`config.mk`:
```
export PLATFORM = sky130hd
export DESIGN_NAME = fetch_sequencer
export DESIGN_NICKNAME = d
export VERILOG_FILES = /design/src/rtl/core_ctrl_pkg.sv /design/src/rtl/bus_wait_timer.sv /design/src/rtl/fetch_sequencer.sv
export SDC_FILE = /design/constraint.sdc
export NUM_CORES = 1
export LEC_CHECK = 0
export CAP_MARGIN = 10
export CORE_MARGIN = 4
export CORE_UTILIZATION = 41
export DETAILED_ROUTE_END_ITERATION = 8
export PLACE_DENSITY_LB_ADDON = 0.1
export SLEW_MARGIN = 20
export SYNTH_ARGS = -nofsm -noshare
export SYNTH_HDL_FRONTEND = slang
export SYNTH_SLANG_ARGS = --single-unit
```
`constraint.sdc`:
```
create_clock -name clock -period 2.3 [get_ports clock]
set_clock_uncertainty 0.15 [all_clocks]
set_input_delay 0.46 -clock clock [delete_from_list [all_inputs] [get_ports clock]]
set_output_delay 0.46 -clock clock [all_outputs]
set_load 0.02 [all_outputs]
```
`src/rtl/core_ctrl_pkg.sv`:
```
`default_nettype none
// ============================================================================
// Module      : core_ctrl_pkg
// Description : Shared types and constants for the core front-end control:
//               sequencer state encoding, sticky fault cause codes and a
//               helper that keeps the first recorded fault cause.
// Revision    : 1.0 - initial release
// ============================================================================
package core_ctrl_pkg;

    typedef enum logic [2:0] {
        IDLE   = 3'd0,
        FETCH  = 3'd1,
        DECODE = 3'd2,
        MEM    = 3'd3,
        WB     = 3'd4,
        HALT   = 3'd5
    } state_e;

    localparam logic [1:0] FAULT_NONE     = 2'd0;
    localparam logic [1:0] FAULT_HALT     = 2'd1;
    localparam logic [1:0] FAULT_MISALIGN = 2'd2;
    localparam logic [1:0] FAULT_TIMEOUT  = 2'd3;

    // Fault cause is sticky: once a cause is recorded, later causes are dropped.
    function automatic logic [1:0] first_fault(input logic [1:0] cur,
                                               input logic [1:0] cause);
        return (cur != FAULT_NONE) ? cur : cause;
    endfunction

endpackage : core_ctrl_pkg
`default_nettype wire

```
`src/rtl/bus_wait_timer.sv`:
```
`default_nettype none
// ============================================================================
// Module      : bus_wait_timer
// Description : Counts cycles spent waiting for a bus acknowledge and flags
//               the last permitted wait cycle.
//   clock   in  system clock, rising edge
//   reset   in  synchronous active-high reset
//   clear   in  force count to zero (while not waiting on a bus)
//   enable  in  advance count by one (waiting and no ack this cycle)
//   expired out count has reached TIMEOUT_CYCLES-1
// Revision    : 1.0 - initial release
// ============================================================================
module bus_wait_timer #(
    parameter int TIMEOUT_CYCLES = 16
) (
    input  logic clock,
    input  logic reset,
    input  logic clear,
    input  logic enable,
    output logic expired
);

    localparam logic [7:0] c_wait_limit = 8'(TIMEOUT_CYCLES - 1);

    logic [7:0] cnt_q;
    logic [7:0] cnt_d;

    always_comb begin
        cnt_d = cnt_q;
        if (clear) begin
            cnt_d = 8'd0;
        end else if (enable) begin
            cnt_d = cnt_q + 8'd1;
        end
    end

    always_ff @(posedge clock) begin
        if (reset) begin
            cnt_q <= 8'd0;
        end else begin
            cnt_q <= cnt_d;
        end
    end

    assign expired = (cnt_q == c_wait_limit);

endmodule : bus_wait_timer
`default_nettype wire

```
`src/rtl/fetch_sequencer.sv`:
```
`default_nettype none
// ============================================================================
// Module      : fetch_sequencer
// Description : Multi-cycle front-end control FSM. Fetches at pc_value,
//               holds the instruction for decode, stalls on data accesses,
//               pulses pc_en once per retired instruction and stops on
//               halt, misaligned-PC or bus-timeout faults.
//   clock/reset             clock and synchronous active-high reset
//   pc_value                current PC from the pc block
//   imem_req/addr/ack/rdata instruction fetch handshake
//   instr/instr_valid       latched instruction for the decoder
//   is_load/store/halt      decoder classification, sampled in DECODE
//   dmem_req/dmem_ack       data access handshake
//   pc_en/rf_commit         retire strobes (WB only)
//   halted/fault            sticky stop flag and cause
//   instret                 retired-instruction counter
// Revision    : 1.0 - initial release
// ============================================================================
module fetch_sequencer #(
    parameter int TIMEOUT_CYCLES = 16,
    parameter int INSTRET_W      = 32
) (
    input  logic                 clock,
    input  logic                 reset,
    input  logic [31:0]          pc_value,
    output logic                 imem_req,
    output logic [31:0]          imem_addr,
    input  logic                 imem_ack,
    input  logic [31:0]          imem_rdata,
    output logic [31:0]          instr,
    output logic                 instr_valid,
    input  logic                 is_load,
    input  logic                 is_store,
    input  logic                 is_halt,
    output logic                 dmem_req,
    input  logic                 dmem_ack,
    output logic                 pc_en,
    output logic                 rf_commit,
    output logic                 halted,
    output logic [1:0]           fault,
    output logic [INSTRET_W-1:0] instret
);

    import core_ctrl_pkg::*;

    localparam logic [INSTRET_W-1:0] c_one = {{(INSTRET_W-1){1'b0}}, 1'b1};

    state_e                 state_q,   state_d;
    logic [31:0]            instr_q,   instr_d;
    logic [INSTRET_W-1:0]   instret_q, instret_d;
    logic [1:0]             fault_q,   fault_d;

    logic w_misaligned;
    logic w_wait_clear;
    logic w_wait_en;
    logic w_wait_expired;

    assign w_misaligned = (pc_value[1:0] != 2'b00);

    // Counter only runs while a bus request is outstanding; any other state
    // holds it at zero so it starts fresh on entry to FETCH or MEM.
    assign w_wait_clear = (state_q != FETCH) && (state_q != MEM);
    assign w_wait_en    = ((state_q == FETCH) && !imem_ack) ||
                          ((state_q == MEM)   && !dmem_ack);

    bus_wait_timer #(
        .TIMEOUT_CYCLES (TIMEOUT_CYCLES)
    ) u_bus_wait_timer (
        .clock   (clock),
        .reset   (reset),
        .clear   (w_wait_clear),
        .enable  (w_wait_en),
        .expired (w_wait_expired)
    );

    always_comb begin
        state_d   = state_q;
        instr_d   = instr_q;
        instret_d = instret_q;
        fault_d   = fault_q;

        case (state_q)
            IDLE: begin
                state_d = FETCH;
            end
            FETCH: begin
                if (w_misaligned) begin
                    state_d = HALT;
                    fault_d = first_fault(fault_q, FAULT_MISALIGN);
                end else if (imem_ack) begin
                    // An ack on the final wait cycle still completes normally.
                    instr_d = imem_rdata;
                    state_d = DECODE;
                end else if (w_wait_expired) begin
                    state_d = HALT;
                    fault_d = first_fault(fault_q, FAULT_TIMEOUT);
                end
            end
            DECODE: begin
                if (is_halt) begin
                    state_d = HALT;
                    fault_d = first_fault(fault_q, FAULT_HALT);
                end else if (is_load || is_store) begin
                    state_d = MEM;
                end else begin
                    state_d = WB;
                end
            end
            MEM: begin
                if (dmem_ack) begin
                    state_d = WB;
                end else if (w_wait_expired) begin
                    state_d = HALT;
                    fault_d = first_fault(fault_q, FAULT_TIMEOUT);
                end
            end
            WB: begin
                instret_d = instret_q + c_one;
                state_d   = FETCH;
            end
            HALT: begin
                state_d = HALT;
            end
            default: begin
                state_d = IDLE;
            end
        endcase
    end

    always_ff @(posedge clock) begin
        if (reset) begin
            state_q   <= IDLE;
            instr_q   <= 32'd0;
            instret_q <= '0;
            fault_q   <= FAULT_NONE;
        end else begin
            state_q   <= state_d;
            instr_q   <= instr_d;
            instret_q <= instret_d;
            fault_q   <= fault_d;
        end
    end

    // Moore outputs; the misalignment term only suppresses an illegal fetch.
    assign imem_req    = (state_q == FETCH) && !w_misaligned;
    assign imem_addr   = pc_value;
    assign dmem_req    = (state_q == MEM);
    assign pc_en       = (state_q == WB);
    assign rf_commit   = (state_q == WB);
    assign instr_valid = (state_q == DECODE) || (state_q == MEM) || (state_q == WB);
    assign halted      = (state_q == HALT);
    assign instr       = instr_q;
    assign fault       = fault_q;
    assign instret     = instret_q;

endmodule : fetch_sequencer
`default_nettype wire
```
# After elaboration in Yosys (flattened, before gate mapping)
# Cells that the tools add are included.
[totals] register_bits=77 latchBits=0 ramBits=0 rom_bits=0 input_bits=71 output_inout_bits=104 word_cells=56 mem_count=0
[op_classes] n_addsub=2 mul=0 div=0 order_cmp=0 n_eq_ne=13 n_shift=0 muxes=16 bitwise=1 reduce_logical=19
[ops] operator="$add 32x1->32 const B" count=1
[ops] operator="$mux 3" count=6
[ops] operator="$mux 2" count=8
[ops] operator="$pmux 3 s5" count=1
[ops] operator="$add 8x1->8 const B" count=1
[ops] operator="$eq 8x4->1 const B" count=1
[ops] operator="$eq 3x2->1 const B" count=2
[ops] operator="$eq 3x3->1 const B" count=2
[ops] operator="$ne 2x2->1 const B" count=3
[ops] operator="$ne 3x3->1 const B" count=2
[ops] operator="$pmux 2 s3" count=1
[ops] operator="$reduce_and 6->1" count=1
[ops] operator="$logic_and 1x1->1" count=4
[ops] operator="$logic_or 1x1->1" count=4
[ops] operator="$reduce_bool 2->1" count=2
[ops] operator="$reduce_or 2->1" count=2
[ops] operator="$eq 3x1->1 const B" count=1
[ops] operator="$logic_not 1->1" count=3
[ops] operator="$logic_not 3->1" count=1
[ops] operator="$ne 3x1->1 const B" count=1
[ops] operator="$ne 3x2->1 const B" count=1
[ops] operator="$reduce_and 3->1" count=1
[ops] operator="$reduce_bool 3->1" count=1
[ops] operator="$not 1->1" count=1

# Depth between registers and ports, before layout
[logic_depth] depth_word=6 depth_mapped=6 depth_no_buf=5

# Hierarchy
# Synthesis repeated with hierarchy kept, for this count alone.
[unflattened] hier_cells=451 area_unflattened_um2=3604.7
[modules_own_cells] mod="fetch_sequencer" n_inst=1 cells_per_inst=411 area_each_um2=3246.9 seq_area_each_um2=1381.3
[modules_own_cells] mod="bus_wait_timer" n_inst=1 cells_per_inst=40 area_each_um2=357.8 seq_area_each_um2=160.2

# Worst setup path before layout
# OpenSTA, ideal clock, no wires.
[synth_path] kind="register -> output" start="register state_q[2]" end="output port instr_valid" arrival_time_ns=1.818 required_time_ns=1.690 setup_slack_ns=-0.128 stages_incl_launch_ff=4 n_path_buf=1 path_cell_list="dfxtp_1 > clkbuf_1 > nor3b_1 > nand2b_1"
[synth_between] word_cells_on_any_way=5 cone_classes="eq/ne (3); reduce/logical (2)"
[synth_lines] item="start, declared" line_no="fetch_sequencer.sv:48" source="state_e state_q, state_d;"
[synth_lines] item="start signal, assigned" line_no="fetch_sequencer.sv:137" source="state_q <= state_d;"
[synth_lines] item="$eq 3x3->1"
[synth_lines] item="net pc_en" line_no="fetch_sequencer.sv:37" source="output logic pc_en,"
[synth_lines] item="$logic_or 1x1->1" line_no="fetch_sequencer.sv:150" source="assign instr_valid = (state_q == DECODE) || (state_q == MEM) || (state_q == WB);"
[synth_lines] item="end, declared" line_no="fetch_sequencer.sv:31" source="output logic instr_valid,"
# The timed path passes the listed nets, and every way through them passes these cells.

# Final worst setup path
[layout_path] start="input port pc_value[1]" end="output port imem_req"
[layout_between] elab_chain_cells=3
[layout_rtl] item="start, declared" line_no="fetch_sequencer.sv:25" source="input logic [31:0] pc_value,"
[layout_rtl] item="$reduce_bool 2->1" line_no="fetch_sequencer.sv:58" source="assign w_misaligned = (pc_value[1:0] != 2'b00);"
[layout_rtl] item="$logic_not 1->1" line_no="fetch_sequencer.sv:145" source="assign imem_req = (state_q == FETCH) && !w_misaligned;"
[layout_rtl] item="$logic_and 1x1->1" line_no="fetch_sequencer.sv:145"
[layout_rtl] item="end, declared" line_no="fetch_sequencer.sv:26" source="output logic imem_req,"
# No other way between the ends.

==> impl_results.md <==
- Average cell area after synthesis: roughly 8.1 µm²
- R2r worst-path depth: 4
- Critical Path RT: about 1700 ps
- Worst vdd ir: between 0.3 and 0.4 mV
- Number of fill cells: 822
- Drt drc: 0
- Finished Layout Cells: around 660
- Main synth FF type: dfxtp_1
- Power Density: between 500 and 600 nW/µm²
- GRT Total Usage: between 15 and 20%
- Post-synth EDFFs: 0
- Fmax: between 400 and 500 MHz
- Die width: about 100 µm
- Final period util: 96.0%
- Congestion Overflow GR: 0
- Vias per cell: around 5.3
- Number of cell rows: 34
- Slew @ Worst Pin: around 430 ps
- Synth-to-layout area growth: 37.7%
- Initial antenna violation count: 0
- Seq pwr share: 49.6%
- Status: finished, final reports clean
- Port Buffer Count: 114
- Placed Instances: between 600 and 700
- Switching pwr: between 0.6 and 0.7 mW
- Initial Utilization: roughly 42%
- Int Pwr: roughly 2.1 mW
- Deepest clock path buffer count: 2
- Post-synth cell types: 47
- CTS tree: built
- Largest net degree at the start of global routing: 33
- I/O pin total: about 180
- Nets: roughly 620
- Yosys reg bits: 77
- WHS: slightly below 200 ps
- Crit path time final: ~2200 ps
- Worst skew pair latency: 340 ps
- Die area: around 11,000 µm²
- P_leak: ~1.7 nW
- H-tree Lvls: 3
- Async set-reset flop share out of synthesis: 0%
- Syn_nets: approximately 530
- Layout cell share with drive strength beyond 1: between 10% and 20%
- Fin. Hold Viols: 0
- CORE AREA: a little under 9000 µm²
- First-pass GRT wire length: approximately 15,000 µm
- Clock power share: about two fifths
- Vias: 3,493
- Crit-path max FO: 3
- Slew Limit Fails: 0
- Root Buffer: clkbuf_8
- CTS Buf Count: 9
- Max_slew headroom: 71.0%
- Detailed Route Iter0 Violations: ~110
- Yosys warns: 0
- CTS Sinks: 77
- Setup TNS: 0 ps
- Crit path capture type: output port
- WL final: ~9700 µm
- Routed Antenna Nets: 0
- Max_cap viols: 0
- Comb pwr share: under 10%
- DP Wirelength: slightly above 7000 µm
- Drt first pass iters: 4
- Critical path class: input pin to output port
- Sequential-to-total area share from yosys stat: between 40% and 50%
- Cells after Synth: ~450
- Sw Ratio: a little under a quarter
- N_diodes: 0
- Startpoint Class: input pin
- Final setup viols: 0
- Arrival time at the worst endpoint: between 1500 and 2000 ps
- Clk slew on worst S/H paths: 80 ps
- Vias in the first global route: 3,129
- Hold path cells: 2
- Hold buffers post-CTS: 0
- Hold Crit Class: input pin to register
- Die Span Y: about 100 µm
- Synth Cell Area: ~3700 µm²
- Overall Power: between 2 and 3 mW
- RD Place Congestion: 0.835
- Avg WL per Cell: between 10 and 15 µm
synthesized netlist by cell type (2+ instances only):
master | n | area [µm²]
nor4_1 | 7 | 43.8
xor2_1 | 6 | 52.6
and4_1 | 4 | 35.0
nand4bb_1 | 3 | 33.8
and2_1 | 6 | 37.5
a31oi_1 | 4 | 25.0
mux2i_1 | 2 | 20.0
nor3_1 | 4 | 20.0
nor2b_1 | 5 | 31.3
or4_1 | 10 | 75.1
nand4_1 | 14 | 87.6
nor2_1 | 27 | 101
a21oi_1 | 54 | 270
o21ai_0 | 14 | 70.1
inv_1 | 7 | 26.3
nand2_1 | 79 | 297
or3_1 | 10 | 62.6
and3_1 | 3 | 18.8
nand3_1 | 15 | 75.1
o31ai_1 | 11 | 82.6
nand2b_1 | 4 | 25.0
clkbuf_1 | 20 | 75.1
dfxtp_1 | 77 | 1540
xnor2_1 | 8 | 70.1
mux2_2 | 4 | 45.0
buf_4 | 33 | 248
ha_1 | 2 | 25.0
stage by stage:
stage	area, µm²	util, %	worst slack, ps
after detailed placement	4830	55.4	-171
final	5050	57.9	91.7
after global routing	5050	57.9	-2.91
after global placement	4830	55.4	-161
after CTS	5040	57.8	83.2
after floorplan	3670	-	17.8
worst max-delay path: stages:
cell and delay (ps):
clkdlybuf4s50_1 430, nor3_1 230, and2_1 150, dlygate4sd2_1 330
sequential cells by signal, indices dropped and copies added, names as in the netlist:
name                    count
instret                    32
fault                       2
u_bus_wait_timer.cnt_q      8
state_q                     3
instr                      32
cell type report:
cell class | count | area, µm² | area share, %
flip-flops and latches | 77 | 1540 | 30.5
clock buffers | 11 | 141 | 2.80
multi-input cells | 314 | 1770 | 35.0
repair buffers | 142 | 1370 | 27.0
clock inverters | 4 | 72.6 | 1.44
well taps | 108 | 135 | 2.68
inverters | 7 | 26.3 | 0.520
kinds of logic after synthesis:
group	share of synthesized area (%)
simple gates	28.3
compound gates	14.0
flops	42.0
buf+inv	9.92
xor+xnor	3.34
mux	1.77
fa+ha+maj	0.682
path summary, 6_finish.rpt:
kind	startpoint	endpoint	slack, ps
worst max register to register	instret[11]	instret[31]	160
worst min register to register	instr[2]	instr[2]	300
worst max-delay path	pc_value[1]	imem_req	90
worst min-delay path	reset	instret[20]	200
cell usage in the layout, fill, tap and decap left out, types with 2 or more instances in the layout:
master           count
or4_1               10
inv_1                7
nand2_1             79
and4_1               4
dfxtp_1             76
nand4_1             14
mux2i_1              2
xnor2_1              8
nand4bb_1            3
clkdlybuf4s50_1    107
bufinv_16            2
nor3_1               4
ha_1                 2
buf_4               26
dlygate4sd2_1        5
nor2_1              27
nand3_1             15
o31ai_1             11
nand2b_1             4
o21ai_0             14
nor2b_1              5
and3_1               3
buf_12               2
clkbuf_8            10
and2_1               6
mux2_2               4
or3_1               10
nor4_1               7
a31oi_1              4
a21oi_1             54
xor2_1               6
power by group through the flow:
stage	logic (mW)	registers [mW]	clock network [mW]
detailed placement	0.265	1.39	0
floorplan	0.175	1.41	0
global route	0.281	1.37	1.22
CTS	0.263	1.36	1.16
global placement	0.263	1.39	0
finish	0.261	1.36	1.12
routing by layer:
layer / global-route usage [%] / vias to the layer above / routed length, µm
li1: - / 1753 / -
met1: 21.8 / 1617 / 3990
met2: 29.4 / 111 / 4900
met3: 5.41 / 12 / 705
met4: 6.96 / 0 / 130
met5: 0 / - / 0
timing repair:
item | CTS | global route
resized for setup | 7 | 1
buffers inserted | 0 | 1
endpoints found under the setup margin | 6 | 5
(Power assumes the default switching activity.)
